`src/rtl/vtiming_pkg.sv`:
```
// vtiming_pkg: shared types and HVGEN nominal geometry for the video timing decoder
package vtiming_pkg;
  localparam int CW_DEF = 10;
  localparam int H_ACTIVE = 289;
  localparam int H_TOTAL = 384;
  localparam int HS_W = 31;
  localparam int V_ACTIVE = 224;
  localparam int V_TOTAL = 263;
  localparam int VS_W = 7;
  typedef enum logic [1:0] {SEARCH, MEASURE, LOCKED} state_t;
  typedef struct packed {
    logic [CW_DEF-1:0] h_active;
    logic [CW_DEF-1:0] h_total;
    logic [CW_DEF-1:0] hs_width;
    logic [CW_DEF-1:0] v_active;
    logic [CW_DEF-1:0] v_total;
    logic [CW_DEF-1:0] vs_width;
  } meas_t;
endpackage

```
`src/rtl/vtiming_axis_counter.sv`:
```
// vtiming_axis_counter: saturating total/active/sync counts over the span between restart events
module vtiming_axis_counter #(
  parameter int CW = 10,
  parameter int TIMEOUT = 0
) (
  input  logic          clk,
  input  logic          reset,
  input  logic          step,
  input  logic          restart,
  input  logic          qual,
  input  logic          sync,
  output logic [CW-1:0] total,
  output logic [CW-1:0] active,
  output logic [CW-1:0] sync_w,
  output logic          ovf,
  output logic          tmo
);
  localparam logic [CW-1:0] MAX = '1;
  localparam logic [CW-1:0] NEAR = {{(CW-1){1'b1}}, 1'b0};
  localparam logic [CW-1:0] TO_M1 = CW'(TIMEOUT - 1);
  logic [CW-1:0] cnt, act_cnt, syn_cnt, total_q, active_q, sync_q;
  // a restart tick exposes the span just closed so the caller sees it the same clk
  assign total = restart ? cnt : total_q;
  assign active = restart ? act_cnt : active_q;
  assign sync_w = restart ? syn_cnt : sync_q;
  assign ovf = step && !restart && (cnt == NEAR || (qual && act_cnt == NEAR) || (sync && syn_cnt == NEAR));
  assign tmo = TIMEOUT != 0 && step && !restart && cnt == TO_M1;
  always_ff @(posedge clk)
    if (reset) {cnt, act_cnt, syn_cnt, total_q, active_q, sync_q} <= '0;
    else if (restart) begin
      {total_q, active_q, sync_q} <= {cnt, act_cnt, syn_cnt};
      cnt <= CW'(step);
      act_cnt <= CW'(step && qual);
      syn_cnt <= CW'(step && sync);
    end else if (step) begin
      cnt <= cnt + CW'(cnt != MAX);
      act_cnt <= act_cnt + CW'(qual && act_cnt != MAX);
      syn_cnt <= syn_cnt + CW'(sync && syn_cnt != MAX);
    end
endmodule

```
`src/rtl/vtiming_decoder.sv`:
```
// vtiming_decoder: recovers raster position, line/frame geometry and lock from a blank/sync stream
module vtiming_decoder
  import vtiming_pkg::*;
#(
  parameter int CW = CW_DEF,
  parameter int LOCK_FRAMES = 2,
  parameter int TIMEOUT = 1023
) (
  input  logic          clk,
  input  logic          reset,
  input  logic          ce_pix,
  input  logic          hblank,
  input  logic          vblank,
  input  logic          hsync,
  input  logic          vsync,
  output logic [CW-1:0] hpos,
  output logic [CW-1:0] vpos,
  output logic          de,
  output logic [CW-1:0] h_active,
  output logic [CW-1:0] h_total,
  output logic [CW-1:0] hs_width,
  output logic [CW-1:0] v_active,
  output logic [CW-1:0] v_total,
  output logic [CW-1:0] vs_width,
  output logic          locked,
  output logic          frame_start,
  output logic          err
);
  localparam int MW = $clog2(LOCK_FRAMES + 1);
  logic hb_q, vb_q, ls, fs, fault, same;
  logic h_ovf, v_ovf, h_tmo, v_tmo;
  logic [CW-1:0] h_tot, h_act, h_syn, v_tot, v_act, v_syn;
  logic [6*CW-1:0] cur;
  logic [MW-1:0] match_cnt;
  state_t state;
  assign ls = ce_pix & hb_q & ~hblank;
  assign fs = ce_pix & vb_q & ~vblank;
  assign fault = h_ovf | v_ovf | h_tmo | v_tmo;
  assign cur = {h_act, h_tot, h_syn, v_act, v_tot, v_syn};
  assign same = cur == {h_active, h_total, hs_width, v_active, v_total, vs_width};
  vtiming_axis_counter #(.CW(CW), .TIMEOUT(TIMEOUT)) u_h (
    .clk(clk), .reset(reset), .step(ce_pix), .restart(ls), .qual(~hblank), .sync(~hsync),
    .total(h_tot), .active(h_act), .sync_w(h_syn), .ovf(h_ovf), .tmo(h_tmo)
  );
  // vertical axis advances one step per line start, restarting on frame start
  vtiming_axis_counter #(.CW(CW), .TIMEOUT(0)) u_v (
    .clk(clk), .reset(reset), .step(ls), .restart(fs), .qual(~vblank), .sync(~vsync),
    .total(v_tot), .active(v_act), .sync_w(v_syn), .ovf(v_ovf), .tmo(v_tmo)
  );
  always_ff @(posedge clk)
    if (reset) begin
      {hb_q, vb_q} <= 2'b11;
      {hpos, vpos, de} <= '0;
      {h_active, h_total, hs_width, v_active, v_total, vs_width} <= '0;
      state <= SEARCH;
      match_cnt <= '0;
      {locked, frame_start, err} <= '0;
    end else begin
      frame_start <= fs;
      err <= fault | (fs && state == LOCKED && !same);
      if (ce_pix) begin
        {hb_q, vb_q} <= {hblank, vblank};
        hpos <= ls ? '0 : hpos + CW'(hpos != '1);
        vpos <= fs ? '0 : vpos + CW'(ls && vpos != '1);
        de <= ~hblank & ~vblank;
      end
      if (fault) begin
        state <= SEARCH;
        locked <= 1'b0;
      end else if (fs) case (state)
        SEARCH: begin
          state <= MEASURE;
          match_cnt <= '0;
        end
        MEASURE: begin
          {h_active, h_total, hs_width, v_active, v_total, vs_width} <= cur;
          match_cnt <= same ? match_cnt + MW'(1) : '0;
          if (same && match_cnt + MW'(1) >= MW'(LOCK_FRAMES - 1)) begin
            state <= LOCKED;
            locked <= 1'b1;
          end
        end
        default: begin
          {h_active, h_total, hs_width, v_active, v_total, vs_width} <= cur;
          if (!same) begin
            state <= MEASURE;
            locked <= 1'b0;
            match_cnt <= '0;
          end
        end
      endcase
    end
endmodule

```
`config.mk`:
```
export PLATFORM = sky130hd
export DESIGN_NAME = vtiming_decoder
export DESIGN_NICKNAME = d
export VERILOG_FILES = /design/src/rtl/vtiming_pkg.sv /design/src/rtl/vtiming_axis_counter.sv /design/src/rtl/vtiming_decoder.sv
export SDC_FILE = /design/constraint.sdc
export NUM_CORES = 1
export LEC_CHECK = 0
export BUFFER_PORTS_ARGS = -buffer_cell sky130_fd_sc_hd__buf_2
export CELL_PAD_IN_SITES_DETAIL_PLACEMENT = 1
export CELL_PAD_IN_SITES_GLOBAL_PLACEMENT = 1
export CORE_ASPECT_RATIO = 1.4
export CORE_MARGIN = 1.5
export CORE_UTILIZATION = 41
export CTS_CLUSTER_SIZE = 40
export DETAILED_ROUTE_END_ITERATION = 16
export GPL_TIMING_DRIVEN = 0
export PLACE_DENSITY = 0.77
export SYNTH_ARGS = -nofsm -noshare
export SYNTH_HDL_FRONTEND = slang
export SYNTH_SLANG_ARGS = --single-unit
```
`constraint.sdc`:
```
create_clock -name clk -period 2.7 [get_ports clk]
set_input_delay 0.54 -clock clk [delete_from_list [all_inputs] [get_ports clk]]
set_output_delay 0.54 -clock clk [all_outputs]
set_load 0.05 [all_outputs]
```
==> results of run 1 <==
## logic make-up after synthesis
kind of cell | share of synthesized area (%)
buffers and inverters | 5.037
and+or+nand+nor | 19.95
adders and majority gates | 2.218
DFF | 43.85
AOI/OAI and AO/OA | 16.29
muxes | 5.716
xor gates and xnor gates | 6.942
## path summary, 6_finish.rpt
| path | startpoint | to | slack, ns |
|---|---|---|---|
| worst max-delay path | u_v.syn_cnt[3] | err | 0.03 |
| worst min-delay path | vblank | vb_q | 0.36 |
| worst max register to register | u_v.syn_cnt[3] | err | 0.03 |
| worst min register to register | match_cnt[1] | match_cnt[1] | 0.47 |
## worst max-delay path, stage by stage (launching register included)
cell and delay, ns:
dfxtp_1 0.42, inv_1 0.11, a222oi_1 0.63, a21oi_1 0.14
o21ai_1 0.29, o211ai_1 0.21, nor4_4 0.24, buf_4 0.19
nand2_2 0.06, a32o_1 0.26
## area by class of cell
class	instances	area, µm²
Fill cell	2794	11460
Timing Repair Buffer	106	590.6
Tap cell	306	382.9
Multi-Input combinational cell	788	5101
Inverter	54	202.7
Clock buffer	28	624.3
Sequential cell	210	4213
Clock inverter	11	205.2
Buffer	59	339.1
## timing repair
| item | in CTS | in global routing |
|---|---|---|
| setup buffers | 4 | 12 |
| cloned | 0 | 1 |
| pin swaps | 4 | 4 |
| setup endpoints to repair | 68 | 70 |
| resized for setup | 25 | 54 |
## power breakdown
| group | internal (W) | switching (W) | leakage, nW |
|---|---|---|---|
| Clock | 0.00220 | 0.00131 | 0.412 |
| Sequential | 0.00315 | 0.0000802 | 1.70 |
| Combinational | 0.000249 | 0.000500 | 2.51 |
## per-layer routing
layer / routed length [µm] / vias up
met5: 0 / -
met1: 13790 / 4472
met3: 1539 / 116
met4: 2875 / 0
met2: 17610 / 269
li1: - / 4176
## placed cells by master (no fill, tap or decap), types with 15 or more instances in the layout
| master | count |
|---|---|
| o21ai_0 | 24 |
| mux2i_1 | 40 |
| clkbuf_16 | 24 |
| nand3_1 | 22 |
| xor2_1 | 47 |
| clkbuf_1 | 30 |
| buf_2 | 92 |
| inv_1 | 54 |
| buf_4 | 19 |
| nand2_1 | 62 |
| nor3_1 | 16 |
| a211oi_1 | 64 |
| and3_1 | 18 |
| o22ai_1 | 26 |
| nand4_1 | 26 |
| ha_1 | 15 |
| or3_1 | 15 |
| a21oi_1 | 46 |
| xnor2_1 | 29 |
| nor2_1 | 211 |
| dfxtp_1 | 205 |
## through the flow
| step | hold slack (ns) | utilization (%) | setup WS, ns | total power, W |
|---|---|---|---|---|
| 3_3_place_gp | 0.4558 | 45.08 | -0.6279 | 0.003958 |
| 4_1_cts | 0.3567 | 49.04 | 0.003455 | 0.007488 |
| 2_1_floorplan | 0.4441 | - | 0.004939 | 0.003737 |
| 3_5_place_dp | 0.4741 | 45.08 | -0.6323 | 0.003970 |
| 6_report | 0.3617 | 50.42 | 0.02912 | 0.007493 |
| 5_1_grt | 0.3735 | 50.42 | -0.02673 | 0.007715 |
==> impl_metrics.yaml, run 1 <==
run_status:
  outcome: "completed"
worst_hold_path:
  hold_path_class: "primary input to register"
  whs_path_depth: 3
sta:
  slew_headroom_pct: 40.00
  hold_viol_final: 0
  clock.fmax_ghz: 0.3744
  min_period_ns: 2.671
  fin_crit_sh_pct: 98.92
  fin_worst_skew_ns: 0.01274
  finalSetupTns_ns: 0
  worst_slew_pin_slew_ns: 0.9000
  setup_viol: 0
  maxSlewViolCount: 0
pwr:
  power.density_nw_per_um2: 642.7
  p_leak_nw: 4.618
  peakVddDrop_v: 0.0004817
global_route:
  antenna_found_initial: 0
  grt_pass1_vias: 9189
  grt_pass1_wl_mm: 53.56
  track_usage_pct: 28.87
  grt_overflow_total: 0
  grt_max_degree: 15
  gr-usage-met2_pct: 50.66
  grt_use_met1_pct: 32.19
  grt_util_met3_pct: 3.391
  busiest_layer: "met2"
placement:
  post_dp_cell_area_um2: 10420
  io_buffer_count: 89
  gp_congestion: 0.8966
  post-dp-hpwl_mm: 26.50
  placed_cells: 1509
synthesis:
  async_flop_share_pct: 0
  yosys-top-cells-area: "dfxtp_1, nor2_1, mux2i_1"
  synth_nets: 1138
  synth_top_area_cell: "dfxtp_1"
  yosys.cell_count.top_type: "nor2_1"
  yosysUniqueCellTypes: 65
  synthesis.area_um2: 9588
  synth_cells: 1114
  yosys.area.top_type_share_pct: 43.85
  synth-edff-count: 0
  ys_seq_area_share_pct: 43.85
  ys_warn_count: 0
  synth_commonest_cells: "nor2_1, dfxtp_1, a211oi_1"
  synth_area_per_cell_um2: 8.607
  ys_seq_elements: 210
  ys.flop_type: "dfxtp_1"
cells_and_area:
  fin_area_um2: 11660
  finalNonFillerCells: 1562
  insertedDiodeCount: 0
  area_growth_pct: 21.60
  drive_gt1_share_pct: 16.64
  nets: 1265
critical_path:
  worst-r2r-cell-count: 9
  crit_type: "register to register"
  arrival_ns: 3.07
  cp-start-kind: "register"
  crit_path_max_fanout: 6
  required_ns: 3.10
  worstSetupEndpointType: "register"
floorplanning:
  chipWidth_um: 132.2
  ios: 91
  die-height_um: 183.9
  start_util_pct: 41.47
  core_um2: 23120
  die-area_um2: 24320
  rows: 66
routing:
  drc: 0
  drtIter0Drc: 680
  viasPerCell: 5.783
  wl_per_cell_um: 22.93
  drt-pass1-iter-count: 5
  ant_nets: 0
  routed_wl_mm: 35.81
  vias: 9033
flow_run:
  drv_cap: 0
clock_tree:
  cts-root-buf: "clkbuf_16"
  clk_latency_ns: 0.52
  cts-hold-fix-buffers: 0
  cts.sinks: 210
  cts_tree: "built"
  clk_path_buf_depth: 3
  cts.htree.levels: 1
  cts.clk_slew.worst_paths_ns: 0.06
  numCtsBuffers: 22
(Power assumes the default switching activity.)
==> inputs of run 2 (changes only) <==
--- a/config.mk
+++ b/config.mk
@@ -10,11 +10,11 @@
 export CELL_PAD_IN_SITES_GLOBAL_PLACEMENT = 1
 export CORE_ASPECT_RATIO = 1.4
 export CORE_MARGIN = 1.5
-export CORE_UTILIZATION = 41
+export CORE_UTILIZATION = 35
 export CTS_CLUSTER_SIZE = 40
 export DETAILED_ROUTE_END_ITERATION = 16
 export GPL_TIMING_DRIVEN = 0
-export PLACE_DENSITY = 0.77
+export PLACE_DENSITY = 0.68
 export SYNTH_ARGS = -nofsm -noshare
 export SYNTH_HDL_FRONTEND = slang
 export SYNTH_SLANG_ARGS = --single-unit
==> run 2 against run 1 <==
  * Clock skew fell by 0.0054 ns
  * Maximum frequency grew 1.3%
  * Die area up 17%
  * Via count decreased by 1.7%
  * Combinational power shrank 3.3%
  * Utilization fell by 7.3 points
  * Sequential cell count is the same
  * Largest cell class unchanged
  * Clock power grew 3%
  * Routed wire length up 1.2%
  * Worst setup slack better by 0.034 ns
  * Global-route usage down 3.2 points
  * Highest routed layer unchanged
  * Count of clock-buffer cells in the layout is 2 higher
==> impl_metrics.yaml, run 2 (synthesis results as in run 1) <==
critical_path:
  arrival_ns: 3.03
  crit_chain: "o22ai_1, o31ai_1, o221ai_1, a221o_1, nor4_4, buf_4, nand2_2, a32o_1"
  slowest_delay_ns: 0.55
  r2r-end: "err"
  crit_family: "compound AO/OA/AOI/OAI gates"
  crit_path_max_fanout: 7
  cp-start-kind: "register"
  crit_buf_inv: 1
  ff2ff_setup_slack_ns: 0.06
  worstSetupEndpointType: "register"
  cpMaxStageDelayCell: "dfxtp_1"
  required_ns: 3.10
  rr_startpoint: "u_h.act_cnt[0]"
  worst-r2r-cell-count: 8
  crit_type: "register to register"
run_status:
  outcome: "completed"
clock_tree:
  cts-root-buf: "clkbuf_16"
  clk_latency_ns: 0.51
  cts.sinks: 210
  clk_path_buf_depth: 3
  cts.clk_slew.worst_paths_ns: 0.06
  cts-hold-fix-buffers: 0
  numCtsBuffers: 23
  cts_tree: "built"
  cts.htree.levels: 1
sta:
  clock.fmax_ghz: 0.3792
  fin_worst_skew_ns: 0.007347
  setup_viol: 0
  slew_headroom_pct: 41.41
  worst_slew_pin_slew_ns: 0.8788
  hold_viol_final: 0
  fin_crit_sh_pct: 97.66
  rsz0062_at_grt: "yes"
  maxSlewViolCount: 0
  min_period_ns: 2.637
floorplanning:
  die-height_um: 198.8
  ios: 91
  rows: 71
  core_um2: 26920
  start_util_pct: 35.62
  die-area_um2: 28410
  chipWidth_um: 142.9
placement:
  post-dp-hpwl_mm: 27.46
  gp_congestion: 0.8932
  io_buffer_count: 89
cells_and_area:
  area_growth_pct: 21.19
  mostFrequentLayoutCell: "nor2_1"
  fillers: 3175
  final_cell_mix: "nor2_1, dfxtp_1, buf_2"
  insertedDiodeCount: 0
  drive_gt1_share_pct: 15.32
  final_util_pct: 43.17
  nets: 1256
flow_run:
  drv_cap: 0
routing:
  drc: 0
  ant_nets: 0
  vias: 8876
  wl_per_cell_um: 22.48
  drtIter0Drc: 528
  routed_wl_mm: 36.23
  viasPerCell: 5.506
  drt-pass1-iter-count: 5
pwr:
  power.density_nw_per_um2: 653.3
  p_total_w: 0.007591
  p_leak_nw: 4.615
  peakVddDrop_v: 0.0003620
global_route:
  grt_max_degree: 15
  grt_pass1_wl_mm: 54.64
  track_usage_pct: 25.69
  grt_pass1_vias: 9089
  antenna_found_initial: 0
  grt_overflow_total: 0
worst_hold_path:
  hp-start: "hblank"
  min_to: "hb_q"
  hold_path_class: "primary input to register"
  whs_path_depth: 3
## run 2: changes by cell type in the layout (fill, tap and decap cells not counted), sizes merged
cell | before | now
buf | 123 | 115
bufinv | 6 | 7
clkbuf | 70 | 69
clkdlybuf4s15 | 0 | 1
clkinv | 5 | 3
## run 2: area by class of cell
cell class,count,area (µm²),area share [%]
Sequential cell,210,4212,36.24
Clock inverter,10,229.0,1.970
Timing Repair Buffer,96,498.0,4.286
Multi-Input combinational cell,788,5037,43.35
Buffer,59,352.8,3.036
Inverter,54,202.7,1.744
Clock buffer,30,631.9,5.438
Tap cell,365,456.7,3.930
## run 2: metal layers
layer  share of wire (%)  track usage [%]  up-vias
met5                   0                0        -
met4                 6.1            14.93        0
met3                 3.5            2.528       83
met2                  51            46.85      221
met1                  39            28.81     4420
li1                    -                -     4152
## run 2: stage by stage
step           hold slack, ns   TNS [ns]  cell area, µm²  setup WS [ns]  cells
2_1_floorplan          0.4441          0            9595       0.004939   1114
3_3_place_gp           0.4609     -30.20           10500        -0.6302   1568
3_5_place_dp           0.4728     -34.39           10500        -0.6647   1568
4_1_cts                0.3754   -0.01096           11440       -0.01096   1610
5_1_grt                0.4112  -0.005190           11620      -0.005190   1612
6_report               0.3816          0           11620        0.06306   1612
## run 2: worst max path at each step
| stage | endpoint | cells after the start | start |
|---|---|---|---|
| global route | err | 10 | vb_q |
| detailed placement | err | 11 | vblank |
| floorplan | vpos[6] | 12 | ce_pix |
| finish | err | 8 | u_h.act_cnt[0] |
| global placement | err | 11 | vblank |
| CTS | err | 9 | vb_q |
## run 2: report_power, final
part           leakage, nW  switching, W  internal, W
Sequential            1.70     0.0000797      0.00315
Combinational         2.50      0.000492     0.000232
Clock                0.421       0.00133      0.00231
## run 2: worst reg2reg max path, stage by stage, from the launching register on
cell,delay [ns]
dfxtp_1,0.55
o22ai_1,0.18
o31ai_1,0.44
o221ai_1,0.31
a221o_1,0.40
nor4_4,0.14
buf_4,0.19
nand2_2,0.06
a32o_1,0.25
## run 2: what timing repair did
item                       4_1_cts  5_1_grt
setup endpoints to repair       70       69
pin swaps                        3        5
hold endpoints to repair         0        0
setup buffers                    3        4
resized for setup               29       42
==> inputs of run 3 (changes only) <==
--- a/config.mk
+++ b/config.mk
@@ -15,6 +15,7 @@
 export DETAILED_ROUTE_END_ITERATION = 16
 export GPL_TIMING_DRIVEN = 0
 export PLACE_DENSITY = 0.68
+export SETUP_SLACK_MARGIN = 0.15
 export SYNTH_ARGS = -nofsm -noshare
 export SYNTH_HDL_FRONTEND = slang
 export SYNTH_SLANG_ARGS = --single-unit
==> run 3 against run 2 <==
  * Register-to-register slack gained 0.13 ns
  * Global-route usage grew 0.13 points
  * Final cell count grew 0.99%
  * Hold slack lost 0.020 ns
  * Sequential power is essentially flat
  * Critical endpoint unchanged
  * Highest routed layer unchanged
  * Utilization grew 0.91 points
  * Clock skew grew 0.0071 ns
  * Largest power group is now registers
==> impl_metrics.yaml, run 3 (synthesis results as in run 1) <==
cells_and_area:
  fin_area_um2: 11870
  final_cell_mix: "nor2_1, dfxtp_1, buf_2"
  area_growth_pct: 23.75
  fillers: 3187
  multi_input_area_um2: 5234
  seq_area_um2: 4219
  drive_gt1_share_pct: 18.69
  final_util_pct: 44.08
  mostFrequentLayoutCell: "nor2_1"
  nets: 1272
  insertedDiodeCount: 0
routing:
  drt-pass1-iter-count: 5
  ant_nets: 0
  drtIter0Drc: 503
  vias: 9034
  routed_wl_mm: 36.71
  drc: 0
  wl_per_cell_um: 22.55
  viasPerCell: 5.549
critical_path:
  crit_chain: "nand3b_4, buf_12, mux2i_4, o22ai_1, or4_4, nor4_4, buf_4, nand2_4, a32o_1"
  crit_type: "register to register"
  cp-start-kind: "register"
  cpMaxStageDelayCell: "or4_4"
  slowest_delay_ns: 0.53
  crit_path_max_fanout: 6
  arrival_ns: 2.92
  worstSetupEndpointType: "register"
  required_ns: 3.12
flow_run:
  drv_cap: 0
sta:
  fin_crit_sh_pct: 92.89
  worst_slew_pin_slew_ns: 0.9235
  finalSetupTns_ns: 0
  maxSlewViolCount: 0
  fin_hold_ws_ns: 0.3619
  clock.fmax_ghz: 0.3987
  slew_headroom_pct: 38.43
  setup_viol: 0
  fin_worst_skew_ns: 0.01440
  hold_viol_final: 0
  min_period_ns: 2.508
  rsz0062_at_grt: "yes"
floorplanning:
  core_um2: 26920
  start_util_pct: 35.62
  die-height_um: 198.8
  chipWidth_um: 142.9
  die-area_um2: 28410
  ios: 91
  rows: 71
clock_tree:
  cts-hold-fix-buffers: 0
  clk_latency_ns: 0.52
  cts_tree: "built"
  clk_path_buf_depth: 3
  cts.htree.levels: 1
  numCtsBuffers: 23
  cts-root-buf: "clkbuf_16"
  cts.clk_slew.worst_paths_ns: 0.06
  cts.sinks: 210
placement:
  post_dp_cell_area_um2: 10540
  gp_congestion: 0.9009
  post-dp-hpwl_mm: 27.34
  io_buffer_count: 89
run_status:
  outcome: "completed"
global_route:
  track_usage_pct: 25.82
  grt_max_degree: 14
  grt_pass1_wl_mm: 54.93
  grt_pass1_vias: 9099
  antenna_found_initial: 0
  grt_overflow_total: 0
pwr:
  p_total_w: 0.007165
  peakVddDrop_v: 0.0003541
  power.density_nw_per_um2: 603.9
  p_leak_nw: 4.650
worst_hold_path:
  hold_path_class: "primary input to register"
-- run 3: cell types whose count changed in the layout (fill, tap and decap cells not counted), moves of 4 or more --
cell / before / now
a211oi_1: 63 / 53
a211oi_2: 3 / 13
buf_4: 12 / 23
bufinv_16: 7 / 1
clkbuf_2: 3 / 7
clkinv_2: 2 / 7
mux2i_1: 48 / 40
mux2i_2: 2 / 6
mux2i_4: 4 / 8
-- run 3: worst paths after layout --
path	cells after the start	slack, ns	start	end
worst max-delay path	9	0.19	hb_q	err
worst min-delay path	3	0.36	vblank	vb_q
worst max register to register	9	0.19	hb_q	err
worst min register to register	2	0.48	vb_q	vb_q
-- run 3: final cells by class --
class	instances	area share, %
Inverter	54	1.708
Tap cell	365	3.849
Clock inverter	8	0.5484
Buffer	62	3.353
Sequential cell	210	35.56
Clock buffer	32	5.642
Timing Repair Buffer	109	5.230
Multi-Input combinational cell	788	44.11
-- run 3: stage by stage --
| step | setup WS [ns] | std cells |
|---|---|---|
| 2_1_floorplan | 0.1252 | 1114 |
| 3_3_place_gp | -0.6867 | 1568 |
| 3_5_place_dp | -0.6620 | 1568 |
| 4_1_cts | 0.1402 | 1612 |
| 5_1_grt | 0.08212 | 1628 |
| 6_report | 0.1920 | 1628 |
-- run 3: critical path: cells and delay by family (launching register included) --
kind	cells	cell delay [ns]
AOI/OAI and AO/OA	2	0.39
buffers and inverters	2	0.40
DFF	1	0.36
muxes	1	0.20
and+or+nand+nor	4	1.04
-- run 3: what timing repair did --
| action | 4_1_cts | 5_1_grt |
|---|---|---|
| pin swaps | 5 | 13 |
| cloned | 0 | 1 |
| endpoints found under the setup margin | 71 | 76 |
| resized for setup | 49 | 70 |
| buffers inserted | 4 | 15 |
-- run 3: layer usage --
layer / vias up / routed length, µm / global-route usage, %
li1: 4182 / - / -
met1: 4544 / 14580 / 29.53
met2: 231 / 18590 / 46.80
met3: 77 / 1447 / 2.817
met4: 0 / 2084 / 13.71
met5: - / 0 / 0
-- run 3: report_power, final --
group | internal [W] | leakage, nW | total, W | switching [W]
Sequential | 0.00315 | 1.70 | 0.00323 | 0.0000805
Combinational | 0.000265 | 2.58 | 0.000782 | 0.000517
Clock | 0.00182 | 0.372 | 0.00316 | 0.00134
